## config.mk

```make
export PLATFORM = sky130hd
export DESIGN_NAME = kf8288
export DESIGN_NICKNAME = d
export VERILOG_FILES = /design/src/rtl/kf8288.sv
export SDC_FILE = /design/constraint.sdc
export NUM_CORES = 1
export LEC_CHECK = 0
export ABC_AREA = 1
export CORE_MARGIN = 4
export CORE_UTILIZATION = 30
export CTS_CLUSTER_SIZE = 10
export DETAILED_ROUTE_END_ITERATION = 12
export GPL_TIMING_DRIVEN = 0
export HOLD_SLACK_MARGIN = 0.08
export SETUP_SLACK_MARGIN = 0.02
export SLEW_MARGIN = 25
export SYNTH_ARGS = -nofsm -noshare
export SYNTH_HDL_FRONTEND = slang
export SYNTH_SLANG_ARGS = --single-unit
```

## constraint.sdc

```tcl
create_clock -name clock -period 3.8 [get_ports clock]
set_clock_uncertainty 0.15 [all_clocks]
set_input_delay 0.57 -clock clock [delete_from_list [all_inputs] [get_ports clock]]
set_output_delay 0.57 -clock clock [all_outputs]
set_load 0.01 [all_outputs]
```

## src/rtl/kf8288.sv

```systemverilog
// kf8288: 8288 bus controller, S2..S0 -> ALE, command strobes, transceiver controls; KF8288_CASCADE_EN enables MCE.
// Latency: ALE for one clock after the cycle-start sample, read/advanced strobes from the next clock, normal writes a clock later.
// Backpressure: none; CEN/AEN gate the strobe groups combinationally while the internal phase keeps running.
module kf8288 (
    input  logic       clock,
    input  logic       reset,
    input  logic       address_enable_n,
    input  logic       command_enable,
    input  logic       io_bus_mode,
    input  logic [2:0] processor_status,
    output logic       enable_io_command,
    output logic       advanced_io_write_command_n,
    output logic       io_write_command_n,
    output logic       io_read_command_n,
    output logic       interrupt_acknowledge_n,
    output logic       enable_memory_command,
    output logic       advanced_memory_write_command_n,
    output logic       memory_write_command_n,
    output logic       memory_read_command_n,
    output logic       direction_transmit_or_receive_n,
    output logic       data_enable,
    output logic       master_cascade_enable,
    output logic       peripheral_data_enable_n,
    output logic       address_latch_enable
);

    typedef enum logic [1:0] {PH_IDLE, PH_T1, PH_CMD} phase_t;
    typedef enum logic [2:0] {CY_INTA, CY_IOR, CY_IOW, CY_MEMR, CY_MEMW} cycle_t;

    localparam logic [2:0] ST_HALT    = 3'b011;
    localparam logic [2:0] ST_PASSIVE = 3'b111;

    phase_t     phase;
    cycle_t     cycle;
    logic [2:0] prev_status;
    logic       write_late;

    function automatic cycle_t decode(input logic [2:0] s);
        case (s)
            3'b000:         decode = CY_INTA;
            3'b001:         decode = CY_IOR;
            3'b010:         decode = CY_IOW;
            3'b100, 3'b101: decode = CY_MEMR;
            3'b110:         decode = CY_MEMW;
            default:        decode = CY_INTA;
        endcase
    endfunction

    wire status_passive = (processor_status == ST_PASSIVE);
    wire cycle_start    = (prev_status == ST_PASSIVE) && !status_passive
                          && (processor_status != ST_HALT);

    // Cycle type is captured only at start; later active codes are ignored until passive.
    always_ff @(posedge clock or posedge reset) begin
        if (reset) begin
            prev_status <= ST_PASSIVE;
            phase       <= PH_IDLE;
            cycle       <= CY_INTA;
            write_late  <= 1'b0;
        end else begin
            prev_status <= processor_status;
            case (phase)
                PH_IDLE: begin
                    if (cycle_start) begin
                        phase <= PH_T1;
                        cycle <= decode(processor_status);
                    end
                end
                PH_T1: begin
                    write_late <= 1'b0;
                    phase      <= status_passive ? PH_IDLE : PH_CMD;
                end
                PH_CMD: begin
                    if (status_passive) phase <= PH_IDLE;
                    else                write_late <= 1'b1;
                end
                default: phase <= PH_IDLE;
            endcase
        end
    end

    wire in_t1   = (phase == PH_T1);
    wire in_cmd  = (phase == PH_CMD);
    wire is_read = (cycle == CY_INTA) || (cycle == CY_IOR) || (cycle == CY_MEMR);
    wire is_io   = (cycle == CY_INTA) || (cycle == CY_IOR) || (cycle == CY_IOW);

    assign enable_memory_command = command_enable & ~address_enable_n;
    assign enable_io_command     = command_enable & (io_bus_mode | ~address_enable_n);

    assign address_latch_enable            = in_t1;
    assign direction_transmit_or_receive_n = !((in_t1 || in_cmd) && is_read);

    // In I/O bus mode the I/O-side transceiver is steered by /PDEN instead of DEN.
    assign data_enable              = command_enable && in_cmd && !(io_bus_mode && is_io);
    assign peripheral_data_enable_n = !(command_enable && in_cmd && io_bus_mode && is_io);

    assign interrupt_acknowledge_n     = !(enable_io_command && in_cmd && cycle == CY_INTA);
    assign io_read_command_n           = !(enable_io_command && in_cmd && cycle == CY_IOR);
    assign advanced_io_write_command_n = !(enable_io_command && in_cmd && cycle == CY_IOW);
    assign io_write_command_n          = !(enable_io_command && in_cmd && write_late && cycle == CY_IOW);

    assign memory_read_command_n           = !(enable_memory_command && in_cmd && cycle == CY_MEMR);
    assign advanced_memory_write_command_n = !(enable_memory_command && in_cmd && cycle == CY_MEMW);
    assign memory_write_command_n          = !(enable_memory_command && in_cmd && write_late && cycle == CY_MEMW);

`ifdef KF8288_CASCADE_EN
    assign master_cascade_enable = in_t1 && (cycle == CY_INTA) && !io_bus_mode;
`else
    assign master_cascade_enable = 1'b0;
`endif

endmodule

```

; ---- After elaboration in Yosys (flattened, before gate mapping)
; Cells that the tools add are included.
[totals]
register_bits = 9
in_bits = 8
out_inout_bits = 14
word_cells = 73
[op_classes]
eq_ne = 17
n_mux = 7
bitwise = 4
n_reduce_logical = 41
[ops]
columns = cell, count
row1 = logical AND 1 bit, 19
row2 = == test 3 bit (second input constant), 6
row3 = case mux 3 bit (4 select lines), 1
row4 = zero test 1 bit, 11
row5 = == test 3 x 2 -> 1 bit (second input constant), 3
row6 = == test 3 x 1 -> 1 bit (second input constant), 2
row7 = 2-to-1 mux 2 bit, 3
row8 = != test 2 bit (second input constant), 3
row9 = case mux 2 bit (3 select lines), 1
row10 = AND reduction 2 bit, 3
row11 = logical OR 1 bit, 4
row12 = zero test 3 bit, 1
row13 = != test 3 x 2 -> 1 bit (second input constant), 1
row14 = bitwise AND 1 bit, 2
row15 = == test 2 x 1 -> 1 bit (second input constant), 1
row16 = == test 2 bit (second input constant), 1
row17 = zero test 2 bit, 1
row18 = case mux 1 bit (2 select lines), 1
row19 = nonzero test 2 bit, 1
row20 = OR reduction 2 bit, 1
row21 = 2-to-1 mux 1 bit, 1
row22 = inverter 1 bit, 1
row23 = bitwise OR 1 bit, 1

; ---- Longest topological paths before layout
[depth]
depth_word = 7
ltp_mapped = 7
ltp_nobuf = 7

; ---- Worst setup path after synthesis
; No wires, ideal clock.
[synth_path]
path_kind = input to output
from = in command_enable
to = out interrupt_acknowledge_n
arrival_ps = 1065
t_required_ps = 3080
path_slack_ps = 2015
stages = 4
path_buffers = 0
path_cell_list = inv_2 > o21ai_2 > and2_4 > nand4_1
[synth_between]
elab_chain_len = 4
[synth_rtl]
columns = element, line
row1 = from (decl), 8  ; input logic command_enable,
row2 = bitwise AND 1 bit, 88  ; assign enable_io_command = command_enable & (io_bus_mode | ~address_enable_n);
row3 = named net enable_io_command, 11  ; output logic enable_io_command,
row4 = logical AND 1 bit (2 in series), 97  ; assign interrupt_acknowledge_n = !(enable_io_command && in_cmd && cycle == CY_INTA);
row5 = zero test 1 bit, 97
row6 = to (decl), 15  ; output logic interrupt_acknowledge_n,
; The timed path passes the listed nets, and every way through them passes these cells.

; ---- Worst setup path in the final report
[layout_path]
from = in command_enable
to = out io_read_command_n
[layout_between]
elab_chain_len = 4
[layout_rtl]
columns = element, line
row1 = bitwise AND 1 bit, 88
row2 = logical AND 1 bit (2 in series), 98  ; assign io_read_command_n = !(enable_io_command && in_cmd && cycle == CY_IOR);
row3 = zero test 1 bit, 98
row4 = to (decl), 14  ; output logic io_read_command_n,
; No other way between the ends.

==> flow_metrics.tcl <==
set metrics [dict create \
    ys_ff_latch 9 \
    postSynthCellCount 73 \
    final_cells 122 \
    clkLatencyLatePin_ns 0.26 \
    die_area_um2 2560 \
    root_buffer_selected_by_cts "sky130_fd_sc_hd__clkbuf_4" \
    vias_in_the_first_global_route 476 \
    met3RoutedLength_um 77 \
    holdCritPathClass "reg2reg" \
    synth.net_count 84 \
    grt_antenna_before_repair 0 \
    shortest_period_the_worst_path_allows_ns 2.74 \
    post_cts_setup_buffer_count 0 \
    dp.final_hpwl_um 982 \
    p_comb_share_pct 38.6 \
    max_freq_ghz 0.365 \
    synth.area.top_cells "sky130_fd_sc_hd__dfrtp_1, sky130_fd_sc_hd__dfstp_2, sky130_fd_sc_hd__nand2_1" \
    clock_sinks 9 \
    via_per_inst 4.39 \
    route.detailed.wl_per_inst_um 9.47 \
    netSwitchingFraction_pct 36.6 \
    timing.hold.ws_ns 0.358 \
    cts-htree-levels 1 \
    cp_data_arrival_time_ns 2.02 \
    die_w_um 50.6 \
    ctsResizeCount 0 \
    final_layout_size_suffix_gt1_share_pct 11.3 \
    power-per-cell-area_nw_per_um2 443 \
    timing.final.hold_violations 0 \
    cp_slowest_stage_delay_ns 0.53 \
    timing.critical_path.mode_cell "sky130_fd_sc_hd__clkdlybuf4s50_1" \
    top_signal_layer_used "met4" \
    grt_overflow 0 \
    drt_pre_antenna_iters 2 \
    routedLengthMet1_um 512 \
    slew_violations 0 \
    p_switching_uw 130 \
    place.detailed.instances 118 \
    routed-wl-met2_um 553 \
    fin_setup_tns_ns 0 \
    synth_area_leader_cell "sky130_fd_sc_hd__dfrtp_1" \
    synth.yosys.seq_area_share_pct 42.1 \
    hold_buffers 0 \
    antenna-diode-count 0 \
    routed-via-count 536 \
    critical_path.max_fanout 4 \
    synthDistinctLibCells 18 \
    power.share.clock_pct 20.3 \
    ys.warnings.count 0 \
    synthDominantCellAreaShare_pct 27.6 \
    critPathCaptureType "primary output" \
    gr-usage-all-layers_pct 10.5 \
    deepest_clock_path_buffer_count 2 \
    final_net_count 109 \
    clk_transition_reported_paths_ns 0.06 \
    buffer_ports.inserted 20 \
    finalCritPeriodShare_pct 72.1 \
    drtAntennaViolNets 0 \
    globalplace.congestion 0.707 \
    pin_count_of_the_biggest_net_entering_global_routing 10 \
    die_h_um 50.6 \
    fp-row-count 15 \
    core-area_um2 1730 \
    ioPinCount 22 \
    min_delay_path_depth 2 \
    filler_cell_count 191 \
    cts_tree "done" \
    timing.critical_path.cells "clkdlybuf4s50_1 > inv_2 > o21ai_2 > and2_4 > nand4_1 > clkdlybuf4s50_1" \
    total_routed_length_um 1160 \
    drc_errors 0 \
    grt_first_pass_wirelength_um 2010 \
    cell_internal_pwr_uw 225 \
    initialDrtViolationCount 5 \
    outcome "completed" \
    power.static_leakage_uw 0.000360 \
    worst-r2r-cell-count 6 \
    area_delta_synth_final_pct 47.4 \
    synthesis.area_um2 544 \
    initial_core_util_pct 31.5 \
    timing.critical_path.from_type "primary input" \
    cap_violations 0 \
    rsz0062_at_grt "no" \
    slowest_stage "sky130_fd_sc_hd__clkdlybuf4s50_1" \
    setup_violations 0 \
    required_ns 3.08 \
    cts_inserted_buffers 3 \
    worst_ir_drop_vdd_uv 265 \
    seqPwrFrac_pct 41.1 \
    critPathKind "in2out" \
    total_power_uw 356 \
    synth.avg_cell_area_um2 7.46 \
]
flip-flops by register name (all words and copies together), names as in the netlist:
signal	flops
write_late	1
cycle	3
phase	2
prev_status	3
cell usage in the layout (no fill, tap or decap):
cell type,Yosys,final
sky130_fd_sc_hd__dfstp_2,3,3
sky130_fd_sc_hd__o211ai_1,1,1
sky130_fd_sc_hd__inv_1,11,11
sky130_fd_sc_hd__buf_4,1,1
sky130_fd_sc_hd__and2_4,1,1
sky130_fd_sc_hd__clkdlybuf4s50_1,0,20
sky130_fd_sc_hd__nor3_1,2,2
sky130_fd_sc_hd__conb_1,1,1
sky130_fd_sc_hd__clkbuf_1,0,1
sky130_fd_sc_hd__nand4_1,4,4
sky130_fd_sc_hd__nor2_1,4,4
sky130_fd_sc_hd__inv_2,2,2
sky130_fd_sc_hd__nand2_1,18,18
sky130_fd_sc_hd__o21ai_1,2,2
sky130_fd_sc_hd__o21ai_2,1,1
sky130_fd_sc_hd__o21ai_0,2,2
sky130_fd_sc_hd__clkbuf_4,0,3
sky130_fd_sc_hd__nand3_1,7,7
sky130_fd_sc_hd__dfrtp_1,6,6
sky130_fd_sc_hd__a21oi_1,4,4
sky130_fd_sc_hd__ha_1,3,3
logic make-up after synthesis:
logic type / after synthesis / share of synthesized area (%)
and+or+nand+nor: 36 / 29.7
adders and majority gates: 3 / 6.90
DFF: 9 / 42.1
buffers and inverters: 14 / 10.3
AOI/OAI and AO/OA: 10 / 10.3
other: 1 / 0.689
worst max-delay path: cells and delay by family:
| family | cells | cell delay (ns) |
|---|---|---|
| buffers and inverters | 3 | 1.07 |
| AND/OR/NAND/NOR | 2 | 0.25 |
| AO/OA/AOI/OAI | 1 | 0.13 |
Yosys cell counts:
| cell | n |
|---|---|
| sky130_fd_sc_hd__a21oi_1 | 4 |
| sky130_fd_sc_hd__o21ai_1 | 2 |
| sky130_fd_sc_hd__nor2_1 | 4 |
| sky130_fd_sc_hd__nand3_1 | 7 |
| sky130_fd_sc_hd__inv_2 | 2 |
| sky130_fd_sc_hd__dfrtp_1 | 6 |
| sky130_fd_sc_hd__o211ai_1 | 1 |
| sky130_fd_sc_hd__nand4_1 | 4 |
| sky130_fd_sc_hd__o21ai_2 | 1 |
| sky130_fd_sc_hd__dfstp_2 | 3 |
| sky130_fd_sc_hd__and2_4 | 1 |
| sky130_fd_sc_hd__conb_1 | 1 |
| sky130_fd_sc_hd__nand2_1 | 18 |
| sky130_fd_sc_hd__inv_1 | 11 |
| sky130_fd_sc_hd__buf_4 | 1 |
| sky130_fd_sc_hd__nor3_1 | 2 |
| sky130_fd_sc_hd__o21ai_0 | 2 |
| sky130_fd_sc_hd__ha_1 | 3 |
power groups by stage:
stage / Sequential, uW / Clock (uW) / Combinational, uW
2_1_floorplan: 142 / 0 / 85.6
3_3_place_gp: 148 / 0 / 137
3_5_place_dp: 148 / 0 / 139
4_1_cts: 146 / 75.4 / 140
5_1_grt: 152 / 83.1 / 156
6_report: 146 / 72.1 / 137
final timing paths:
path,start,to,slack [ns]
hold reg to reg,phase[1]$_DFFE_PP0P_,phase[1]$_DFFE_PP0P_,0.36
max in group asynchronous,reset,prev_status[1]$_DFF_PP1_,2.78
setup reg to reg,prev_status[1]$_DFF_PP1_,cycle[1]$_DFFE_PP0P_,2.51
setup / recovery,command_enable,io_read_command_n,1.06
hold / removal,phase[1]$_DFFE_PP0P_,phase[1]$_DFFE_PP0P_,0.36
min in group asynchronous,reset,write_late$_DFFE_PP0P_,0.42
through the flow:
stage,instance area [um^2],worst slack [ns],util [%]
finish,802,1.06,46.4
CTS,802,1.05,46.4
floorplan,544,2.01,-
detailed placement,776,1.05,44.9
global route,802,0.960,46.4
global placement,776,1.06,44.9
area by class of cell:
class	instances	area, um^2	area share [%]
multi-input combinational	50	259	32.3
sequential	9	229	28.5
timing repair buffer	20	200	25.0
inverter	13	48.8	6.08
tap	25	31.3	3.90
clock buffer	4	26.3	3.28
buffer	1	7.51	0.936
per-layer routing:
layer	track usage, %	vias up
met5	0	-
met4	4.04	0
met3	4.75	2
met2	17.4	13
met1	11.6	238
li1	-	283
Power figures use the tool's default switching activity.
